## config.mk

```make
export PLATFORM = sky130hd
export DESIGN_NAME = alu_pipe_flat
export DESIGN_NICKNAME = d
export VERILOG_FILES = /design/src/rtl/alu_pipe_if.sv /design/src/rtl/alu_pipe.sv /design/src/flat_wrapper.sv
export SDC_FILE = /design/constraint.sdc
export NUM_CORES = 1
export LEC_CHECK = 0
export ABC_AREA = 0
export CORE_MARGIN = 2
export CORE_UTILIZATION = 35
export CTS_CLUSTER_SIZE = 12
export DETAILED_ROUTE_END_ITERATION = 8
export PLACE_DENSITY = 0.49
export SYNTH_ARGS = -nofsm -noshare
export SYNTH_HDL_FRONTEND = slang
export SYNTH_SLANG_ARGS = --single-unit
```

## constraint.sdc

```tcl
create_clock -name clk -period 8.2 [get_ports clk]
set_input_delay 1.23 -clock clk [delete_from_list [all_inputs] [get_ports clk]]
set_output_delay 1.23 -clock clk [all_outputs]
set_load 0.01 [all_outputs]
```

## src/rtl/alu_pipe_if.sv

```systemverilog
// alu_pipe_if -- operation/result bundle for alu_pipe.
//
// Signals:
//   in_valid, operand1, operand2, opcode : operation offered by the master
//   in_ready                             : block can take an operation this cycle
//   out, zero, ovf, div_err              : registered result and flags, held until the next result
//   out_valid                            : one-cycle pulse marking a new result
//
// Modports: master drives operations and observes results; slave is the ALU side.

interface alu_pipe_if #(
    parameter int WIDTH = 8
);
    logic             in_valid;
    logic             in_ready;
    logic [WIDTH-1:0] operand1;
    logic [WIDTH-1:0] operand2;
    logic [2:0]       opcode;
    logic [WIDTH-1:0] out;
    logic             out_valid;
    logic             zero;
    logic             ovf;
    logic             div_err;

    modport master (
        output in_valid, operand1, operand2, opcode,
        input  in_ready, out, out_valid, zero, ovf, div_err
    );

    modport slave (
        input  in_valid, operand1, operand2, opcode,
        output in_ready, out, out_valid, zero, ovf, div_err
    );
endinterface

```

## src/rtl/alu_pipe.sv

```systemverilog
// alu_pipe -- registered ALU with an iterative restoring divider.
//
// Ports:
//   clk        : single clock, rising edge
//   rst        : asynchronous, active-low reset
//   bus        : alu_pipe_if.slave (operation in, result out)
//   dbg_state  : current FSM state (IDLE / DIV_RUN)
//
// Handshake: an operation is taken on a rising edge where in_valid && in_ready.
// in_valid may be raised independently of in_ready; when in_ready is low the
// offered inputs are simply ignored. out_valid is a one-cycle pulse and the
// result/flags stay put until the next pulse.
//
// ADD/SUB/MULT/logic/reserved ops and divide-by-zero finish on the accepting
// edge (result visible the next cycle). A DIV with a non-zero divisor moves
// to DIV_RUN and produces one quotient bit per cycle; the last bit is produced
// WIDTH edges after acceptance, on the same edge that writes out and returns
// to IDLE.

module alu_pipe #(
    parameter int WIDTH  = 8,
    parameter bit SIGNED = 1'b1
) (
    input  logic       clk,
    input  logic       rst,
    alu_pipe_if.slave  bus,
    output logic [0:0] dbg_state
);

    localparam logic [0:0] IDLE    = 1'b0;
    localparam logic [0:0] DIV_RUN = 1'b1;

    localparam logic [2:0] OP_ADD  = 3'd0;
    localparam logic [2:0] OP_SUB  = 3'd1;
    localparam logic [2:0] OP_MULT = 3'd2;
    localparam logic [2:0] OP_DIV  = 3'd3;
    localparam logic [2:0] OP_AND  = 3'd4;
    localparam logic [2:0] OP_OR   = 3'd5;
    localparam logic [2:0] OP_XOR  = 3'd6;

    localparam int W2 = 2 * WIDTH;
    localparam int CW = $clog2(WIDTH + 1);

    localparam logic [WIDTH-1:0] ONE = {{(WIDTH-1){1'b0}}, 1'b1};

    logic [0:0]       state;
    logic [CW-1:0]    count;
    logic [WIDTH-1:0] quo;       // dividend magnitude shifting out, quotient shifting in
    logic [WIDTH-1:0] rem;       // partial remainder, always < divisor
    logic [WIDTH-1:0] dvs;       // divisor magnitude
    logic             neg_q;     // quotient must be negated at the end

    logic             accept;

    // Operands extended to 2*WIDTH so sums, differences and products are exact.
    logic [W2-1:0]    ext1;
    logic [W2-1:0]    ext2;
    logic [W2-1:0]    sum_x;
    logic [W2-1:0]    diff_x;
    logic [W2-1:0]    prod_x;

    logic [WIDTH-1:0] fast_out;
    logic             fast_ovf;
    logic             fast_err;

    logic [WIDTH-1:0] mag1;
    logic [WIDTH-1:0] mag2;

    logic [WIDTH:0]   shifted;
    logic [WIDTH:0]   trial;
    logic             take;
    logic [WIDTH-1:0] next_rem;
    logic [WIDTH-1:0] next_quo;
    logic [WIDTH-1:0] q_final;
    logic             q_ovf;

    // Exact result does not fit WIDTH bits. Signed: the top WIDTH+1 bits must
    // all equal the result sign. Unsigned: everything above WIDTH must be zero
    // (this also catches a SUB borrow, which shows up as all-ones above WIDTH).
    function automatic logic overflow(input logic [W2-1:0] x);
        logic [WIDTH:0]   hi_s;
        logic [WIDTH-1:0] hi_u;
        hi_s = x[W2-1:WIDTH-1];
        hi_u = x[W2-1:WIDTH];
        if (SIGNED) begin
            return !((hi_s == '0) || (hi_s == '1));
        end
        return hi_u != '0;
    endfunction

    assign bus.in_ready = rst && (state == IDLE);
    assign accept       = bus.in_valid && bus.in_ready;
    assign dbg_state    = state;

    always_comb begin
        ext1   = {{WIDTH{SIGNED & bus.operand1[WIDTH-1]}}, bus.operand1};
        ext2   = {{WIDTH{SIGNED & bus.operand2[WIDTH-1]}}, bus.operand2};
        sum_x  = ext1 + ext2;
        diff_x = ext1 - ext2;
        prod_x = ext1 * ext2;
    end

    // Single-cycle result path. OP_DIV here only covers the divide-by-zero case;
    // non-zero divisors go to the iterative divider instead.
    always_comb begin
        fast_out = '0;
        fast_ovf = 1'b0;
        fast_err = 1'b0;
        case (bus.opcode)
            OP_ADD: begin
                fast_out = sum_x[WIDTH-1:0];
                fast_ovf = overflow(sum_x);
            end
            OP_SUB: begin
                fast_out = diff_x[WIDTH-1:0];
                fast_ovf = overflow(diff_x);
            end
            OP_MULT: begin
                fast_out = prod_x[WIDTH-1:0];
                fast_ovf = overflow(prod_x);
            end
            OP_DIV:  fast_err = 1'b1;
            OP_AND:  fast_out = bus.operand1 & bus.operand2;
            OP_OR:   fast_out = bus.operand1 | bus.operand2;
            OP_XOR:  fast_out = bus.operand1 ^ bus.operand2;
            default: fast_out = '0;
        endcase
    end

    // Magnitudes for the divider. The most-negative value maps to 2^(WIDTH-1),
    // which still fits as an unsigned WIDTH-bit number.
    always_comb begin
        mag1 = (SIGNED && bus.operand1[WIDTH-1]) ? (~bus.operand1 + ONE) : bus.operand1;
        mag2 = (SIGNED && bus.operand2[WIDTH-1]) ? (~bus.operand2 + ONE) : bus.operand2;
    end

    // One restoring-division step: shift in the next dividend bit, try to
    // subtract the divisor, keep the difference only if it is non-negative.
    always_comb begin
        shifted  = {rem, quo[WIDTH-1]};
        trial    = shifted - {1'b0, dvs};
        take     = !trial[WIDTH];
        next_rem = take ? trial[WIDTH-1:0] : shifted[WIDTH-1:0];
        next_quo = {quo[WIDTH-2:0], take};
        q_final  = neg_q ? (~next_quo + ONE) : next_quo;
        // Only most-negative / -1 yields a positive magnitude of 2^(WIDTH-1).
        q_ovf    = SIGNED && !neg_q && next_quo[WIDTH-1];
    end

    always_ff @(posedge clk or negedge rst) begin
        if (!rst) begin
            state         <= IDLE;
            count         <= '0;
            quo           <= '0;
            rem           <= '0;
            dvs           <= '0;
            neg_q         <= 1'b0;
            bus.out       <= '0;
            bus.out_valid <= 1'b0;
            bus.zero      <= 1'b0;
            bus.ovf       <= 1'b0;
            bus.div_err   <= 1'b0;
        end else begin
            bus.out_valid <= 1'b0;
            if (state == IDLE) begin
                if (accept) begin
                    if ((bus.opcode == OP_DIV) && (bus.operand2 != '0)) begin
                        state <= DIV_RUN;
                        count <= CW'(WIDTH);
                        quo   <= mag1;
                        rem   <= '0;
                        dvs   <= mag2;
                        neg_q <= SIGNED & (bus.operand1[WIDTH-1] ^ bus.operand2[WIDTH-1]);
                    end else begin
                        bus.out       <= fast_out;
                        bus.zero      <= (fast_out == '0);
                        bus.ovf       <= fast_ovf;
                        bus.div_err   <= fast_err;
                        bus.out_valid <= 1'b1;
                    end
                end
            end else begin
                quo   <= next_quo;
                rem   <= next_rem;
                count <= count - CW'(1);
                if (count == CW'(1)) begin
                    state         <= IDLE;
                    bus.out       <= q_final;
                    bus.zero      <= (q_final == '0);
                    bus.ovf       <= q_ovf;
                    bus.div_err   <= 1'b0;
                    bus.out_valid <= 1'b1;
                end
            end
        end
    end

endmodule

```

## src/flat_wrapper.sv

```systemverilog
// flat-port wrapper written by rule: the top's interface ports become plain ports
module alu_pipe_flat 
#(
    parameter int WIDTH  = 8,
    parameter bit SIGNED = 1'b1
)
  (clk, rst, dbg_state, bus_in_valid, bus_operand1, bus_operand2, bus_opcode, bus_in_ready, bus_out, bus_out_valid, bus_zero, bus_ovf, bus_div_err);
  alu_pipe_if #(.WIDTH(WIDTH)) bus_i ();
  input  logic clk;
  input  logic rst;
  output logic [0:0] dbg_state;
  input wire logic [$bits(bus_i.in_valid)-1:0] bus_in_valid;
  input wire logic [$bits(bus_i.operand1)-1:0] bus_operand1;
  input wire logic [$bits(bus_i.operand2)-1:0] bus_operand2;
  input wire logic [$bits(bus_i.opcode)-1:0] bus_opcode;
  output wire logic [$bits(bus_i.in_ready)-1:0] bus_in_ready;
  output wire logic [$bits(bus_i.out)-1:0] bus_out;
  output wire logic [$bits(bus_i.out_valid)-1:0] bus_out_valid;
  output wire logic [$bits(bus_i.zero)-1:0] bus_zero;
  output wire logic [$bits(bus_i.ovf)-1:0] bus_ovf;
  output wire logic [$bits(bus_i.div_err)-1:0] bus_div_err;
  assign bus_i.in_valid = bus_in_valid;
  assign bus_i.operand1 = bus_operand1;
  assign bus_i.operand2 = bus_operand2;
  assign bus_i.opcode = bus_opcode;
  assign bus_in_ready = bus_i.in_ready;
  assign bus_out = bus_i.out;
  assign bus_out_valid = bus_i.out_valid;
  assign bus_zero = bus_i.zero;
  assign bus_ovf = bus_i.ovf;
  assign bus_div_err = bus_i.div_err;
  alu_pipe #(.WIDTH(WIDTH), .SIGNED(SIGNED)) u_core (.clk(clk), .rst(rst), .bus(bus_i), .dbg_state(dbg_state));
endmodule
```

After elaboration in Yosys (flattened, before gate mapping). Cells that the tools add are included.

Add/sub/neg operators: 7. Multiply operators: 1. Eq/ne operators: 12. Mux-type cells: 46. Bitwise logic cells: 8. Reductions and logical operators: 27.

Operators by type and width (count): $mux W8 (14); $pmux W8 S6 (1); $reduce_bool A8 Y1 (4); $eq A9 B9 Y1 const B (3); $logic_not A9 Y1 (3); $mux W1 (27); $add A8 B1 Y8 const B (3); $not A8 Y8 (3); $logic_not A8 Y1 (2); $mul A8 B8 Y16 (1); $mux W4 (3); $add A8 B8 Y9 (1); $eq A3 B3 Y1 const B (3); $sub A8 B8 Y9 (1); $sub A9 B8 Y9 (1); $and A8 B8 Y8 (1); $or A8 B8 Y8 (1); $xor A8 B8 Y8 (1); $eq A3 B2 Y1 const B (2); $reduce_and A3 Y1 (2); $logic_not A1 Y1 (5); $eq A4 B1 Y1 const B (1); $logic_and A1 B1 Y1 (4); $reduce_bool A2 Y1 (2); other kinds (10) (12).

Register bits: 42. Logic and storage cells: 112.

Depth between registers and ports, before layout.
Word-level depth: 9. Depth in mapped cells: 20.

Worst setup path before layout. OpenSTA, ideal clock, no wires.

Path kind: input to register. From: input port bus_operand1[7]. To: register u_core.bus.ovf. Library setup time: 129 ps. Arrival time: 5879 ps. Data required time: 8071 ps. Slack: 2192 ps. Stages: 18. Buffers on the path: 1. Cell sequence: clkbuf_1 > nand2_1 > fa_1 > inv_1 > fa_1 > inv_1 > fa_1 > fa_1 > inv_1 > ha_1 > or2_2 > and4_1 > a221oi_1 > a21oi_1 > xnor2_1 > o41ai_1 > a21boi_0 > a31oi_1.

Cells in the longest elaborated chain, start to end: 9. Elaborated cells between the ends (all ways): 25. Those cells by class: add/sub (2); mul (1); eq/ne (3); mux (7); reduce/logical (12).

Ends and longest elaborated chain: start, declared (line flat_wrapper.sv:13) `input wire logic [$bits(bus_i.operand1)-1:0] bus_operand1;`; $mul A8 B8 Y16 (tied with other cells) (line alu_pipe.sv:100) `prod_x = ext1 * ext2;`; $eq A9 B9 Y1 or $logic_not A9 Y1 (tied branches) (line alu_pipe.sv:86) `return !((hi_s == '0) || (hi_s == '1));`; $logic_or A1 B1 Y1 (line alu_pipe.sv:86); $logic_not A1 Y1 (line alu_pipe.sv:86); $mux W1 (line alu_pipe.sv:88) `return hi_u != '0;`; $pmux W1 S3 * (line alu_pipe.sv:109) `case (bus.opcode)`; $mux W1 * (line alu_pipe.sv:167) `if ((bus.opcode == OP_DIV) && (bus.operand2 != '0)) begin`; $mux W1 * (line alu_pipe.sv:166) `if (accept) begin`; $mux W1 * (line alu_pipe.sv:165) `if (state == IDLE) begin`; end signal, assigned (line alu_pipe.sv:177) `bus.ovf <= fast_ovf;`; end signal, assigned (line alu_pipe.sv:190) `bus.ovf <= q_ovf;`; end, declared (line alu_pipe_if.sv:32) `output in_ready, out, out_valid, zero, ovf, div_err`.

Every way passes the cells marked *; elsewhere a longest branch is shown, timed or not. The select of a mux whose other input is x is not followed. A chain may end at the register's enable or synchronous reset.

Worst setup path after layout.
From: input port bus_operand2[3]. To: register u_core.bus.ovf.

Cells in the longest elaborated chain, start to end: 9. Elaborated cells between the ends (all ways): 29. Those cells by class: add/sub (2); mul (1); eq/ne (4); mux (7); reduce/logical (15).

Ends and longest elaborated chain: start, declared (line flat_wrapper.sv:14) `input wire logic [$bits(bus_i.operand2)-1:0] bus_operand2;`; $mul A8 B8 Y16 (tied with other cells) (line alu_pipe.sv:100); $eq A9 B9 Y1 or $logic_not A9 Y1 (tied branches) (line alu_pipe.sv:86); $logic_or A1 B1 Y1 (line alu_pipe.sv:86); $logic_not A1 Y1 (line alu_pipe.sv:86); $mux W1 (line alu_pipe.sv:88); $pmux W1 S3 (line alu_pipe.sv:109); $mux W1 (line alu_pipe.sv:167); $mux W1 (line alu_pipe.sv:166); $mux W1 (line alu_pipe.sv:165).

Parallel ways exist; a longest one is shown, timed or not. The select of a mux whose other input is x is not followed.

==> reports/qor.yml <==
outcome: "finished clean"
ctsRootBufferMaster: "sky130_fd_sc_hd__clkbuf_16"
postCtsResizedCells: 0
grt_setup_unrepaired: "no"
finalSetupViolCount: 0
wirelength_um: 17940
ys.warnings.count: 0
route.layer.met1.wl_um: 8518
synth-adder-area-share_pct: 31.46
wire_per_inst_um: 17.49
grt_pass1_wl_um: 29500
postSynthNetCount: 927
start_util_pct: 35.50
total_leakage_power_nw: 3.236
floorplan.die.width_um: 138.8
synthSimpleGateAreaFrac_pct: 17.38
synth-compound-area-share_pct: 16.50
crit_path_start_kind: "input port"
worstHoldEndpoint: "u_core.bus.out[1]$_DFFE_PN0P_"
total_die_area_um2: 19250
synth_mux_area_share_pct: 2.854
detail_route.iter0.violations: 380
synthFlopType: "sky130_fd_sc_hd__dfrtp_1"
final_common_cell: "sky130_fd_sc_hd__inv_1"
synth.distinct_cells: 70
cts.hold.buffers_added: 0
drv_cap: 0
tritoncts_clock_tree: "yes"
share_comb_of_total_power_pct: 72.4
irDropWorstVdd_v: 0.0002304
cts_num_sinks: 42
cp_data_required_time_ns: 8.35
route.detailed.drc: 0
post_synth_xor_area_fraction_pct: 5.906
ant_nets: 0
syn2layout_area_growth_pct: 10.73
r2r_cells: 15
fmax_ghz: 0.1461
drive_above_1_share_pct: 3.513
ys_ff_latch: 42
tritoncts.num_buffers: 5
post_synth_edffs: 0
crit-reg2reg-launch: "u_core.quo[7]$_DFFE_PN0P_"
uppermost_layer_routed: "met4"
core_area_um2: 17900
portBuffers: 35
worstHoldStart: "u_core.bus.out[1]$_DFFE_PN0P_"
drt-vias-per-instance: 5.213
die-height_um: 138.8
grt_usage_pct: 19.13
timing.clock.skew_ns: 0.004629
r2r_setup_slack_ns: 4.09
worst_slew_margin_rel_pct: 22.09
timing.final.hold_violations: 0
finalWorstPathRequiredPeriod_ns: 6.845
h-tree-depth: 2
globalRouteOverflowTotal: 0
path_max_fanout: 8
p_int_mw: 1.059
hold_depth: 2
setup_total_negative_slack_ns: 0
mean_cell_area_of_the_mapped_netlist_um2: 8.149
antenna_found_initial: 0
slew_viol_final: 0
worst_slew_pin_slew_ns: 1.165
met2WireLength_um: 8486
power_density_nw_per_um2: 297.7
number_of_buffers_between_clock_root_and_the_deepest_sink: 2
post-cts-setup-buffers: 0
antennaDiodeCount: 0
min-delay-path-class: "register to register"
synth_cells: 780
p_total_mw: 2.095
clkLatencyLatePin_ns: 0.29
p_switching_mw: 1.036
place_congestion: 0.9038
vias_in_the_first_global_route: 5408
num_io_pins: 36
dr_total_vias: 5349
cp.arrival_ns: 7.00
swShare_pct: 49.45
dominant_combinational_cell_family_by_area_after_synthesis: "adder cells"
grt_start_max_net_pins: 44
most-common-layout-cells: "117 x sky130_fd_sc_hd__inv_1, 93 x sky130_fd_sc_hd__nand2_1, 70 x sky130_fd_sc_hd__nor2_1"
dr.pass1.iters: 5
wl_met3_um: 620
synth_area_um2: 6356
ys_async_sr_fraction_pct: 100.0
crit-reg2reg-capture: "u_core.bus.zero$_DFFE_PN0P_"
place.detailed.hpwl_um: 14490
num-nets-final: 943
power.share.sequential_pct: 18.0
endpoint_kind: "register"
pwr-share-clk_pct: 9.6
row_count: 49
synth_seq_area_share_pct: 16.54
min_period_over_period_pct: 83.47
clk_pin_slew_ns: 0.06
worstSetupPathType: "input port to register"
## worst max path at each step
stage,startpoint,endpoint,slack (ns)
floorplan,bus_operand1[7],u_core.bus.ovf$_DFFE_PN0P_,2.19
finish,bus_operand2[3],u_core.bus.ovf$_DFFE_PN0P_,1.36
global placement,bus_operand2[3],u_core.bus.ovf$_DFFE_PN0P_,1.21
global route,bus_operand2[3],u_core.bus.ovf$_DFFE_PN0P_,0.96
detailed placement,bus_operand2[3],u_core.bus.ovf$_DFFE_PN0P_,1.11
CTS,bus_operand2[3],u_core.bus.ovf$_DFFE_PN0P_,1.35
## registers in the layout (all words and copies together), names as in the netlist
| name | flops |
|---|---|
| u_core.neg_q | 1 |
| u_core.bus.div_err | 1 |
| u_core.dvs | 8 |
| u_core.dbg_state | 1 |
| u_core.bus.zero | 1 |
| u_core.quo | 8 |
| u_core.rem | 8 |
| u_core.count | 4 |
| u_core.bus.out | 8 |
| u_core.bus.out_valid | 1 |
| u_core.bus.ovf | 1 |
## area by class of cell
type | count | area (um2)
Clock inverter | 2 | 13.76
Fill cell | 1852 | 10860
Clock buffer | 6 | 128.9
Timing Repair Buffer | 41 | 390.4
Sequential cell | 42 | 1051
Multi-Input combinational cell | 584 | 4710
Tap cell | 229 | 286.5
Inverter | 122 | 457.9
## worst max-delay path, cell delays in order
cell                              delay, ns
sky130_fd_sc_hd__clkdlybuf4s50_1       0.68
sky130_fd_sc_hd__inv_1                 0.23
sky130_fd_sc_hd__nor2_1                0.23
sky130_fd_sc_hd__inv_1                 0.09
sky130_fd_sc_hd__fa_1                  0.64
sky130_fd_sc_hd__inv_1                 0.13
sky130_fd_sc_hd__fa_1                  0.55
sky130_fd_sc_hd__inv_1                 0.06
sky130_fd_sc_hd__fa_1                  0.50
sky130_fd_sc_hd__fa_1                  0.55
sky130_fd_sc_hd__inv_1                 0.05
sky130_fd_sc_hd__ha_1                  0.37
sky130_fd_sc_hd__or2_2                 0.32
sky130_fd_sc_hd__and4_1                0.22
sky130_fd_sc_hd__a221oi_1              0.23
sky130_fd_sc_hd__a21oi_1               0.08
sky130_fd_sc_hd__xnor2_1               0.15
sky130_fd_sc_hd__o41ai_1               0.34
sky130_fd_sc_hd__a21boi_0              0.24
sky130_fd_sc_hd__a31oi_1               0.10
## layer usage
metal,global-route usage (%),up-vias
met3,2.590,17
met2,31.79,121
met5,0,-
met4,4.732,0
met1,26.50,2587
li1,-,2624
## synth_stat cells, types with 11 or more instances
cell                         n  area (um2)
sky130_fd_sc_hd__dfrtp_1    42        1051
sky130_fd_sc_hd__mux2i_1    17       170.2
sky130_fd_sc_hd__xnor2_1    31       271.5
sky130_fd_sc_hd__clkbuf_1   19       71.32
sky130_fd_sc_hd__nor2b_1    11       68.82
sky130_fd_sc_hd__nor2_1     70       262.8
sky130_fd_sc_hd__a21oi_1    31       155.2
sky130_fd_sc_hd__buf_2      11       55.05
sky130_fd_sc_hd__inv_1     117       439.2
sky130_fd_sc_hd__fa_1       58        1161
sky130_fd_sc_hd__nand3_1    13       65.06
sky130_fd_sc_hd__nor3_1     11       55.05
sky130_fd_sc_hd__ha_1       67       838.3
sky130_fd_sc_hd__o21ai_0    43       215.2
sky130_fd_sc_hd__nand2_1    93       349.1
sky130_fd_sc_hd__o22ai_1    11       68.82
## logic make-up (layout without fill, tap and decap cells)
group	Yosys count	in the layout
and+or+nand+nor	241	241
AOI/OAI and AO/OA	158	158
buffers and inverters	154	171
adders and majority gates	125	125
xor gates and xnor gates	42	42
DFF	42	42
muxes	18	18
## power by group through the flow
| stage | logic [mW] | registers [mW] | clock network, mW |
|---|---|---|---|
| 4_1_cts | 1.53 | 0.379 | 0.205 |
| 3_5_place_dp | 1.52 | 0.383 | 0 |
| 3_3_place_gp | 1.49 | 0.379 | 0 |
| 5_1_grt | 1.71 | 0.394 | 0.214 |
| 6_report | 1.52 | 0.378 | 0.200 |
| 2_1_floorplan | 1.13 | 0.374 | 0 |
## stage by stage
stage          utilization [%]  hold slack [ns]  instance area, um2  instances  setup slack [ns]
6_report                 39.31           0.4861                7038       1026             1.355
3_3_place_gp             38.52           0.4672                6895       1018             1.209
3_5_place_dp             38.52           0.4824                6895       1018             1.107
2_1_floorplan                -           0.4498                6356        780             2.192
5_1_grt                  39.31           0.5197                7038       1026            0.9636
4_1_cts                  39.31           0.4964                7038       1026             1.348
No activity file was read; power rests on OpenSTA's default activity.
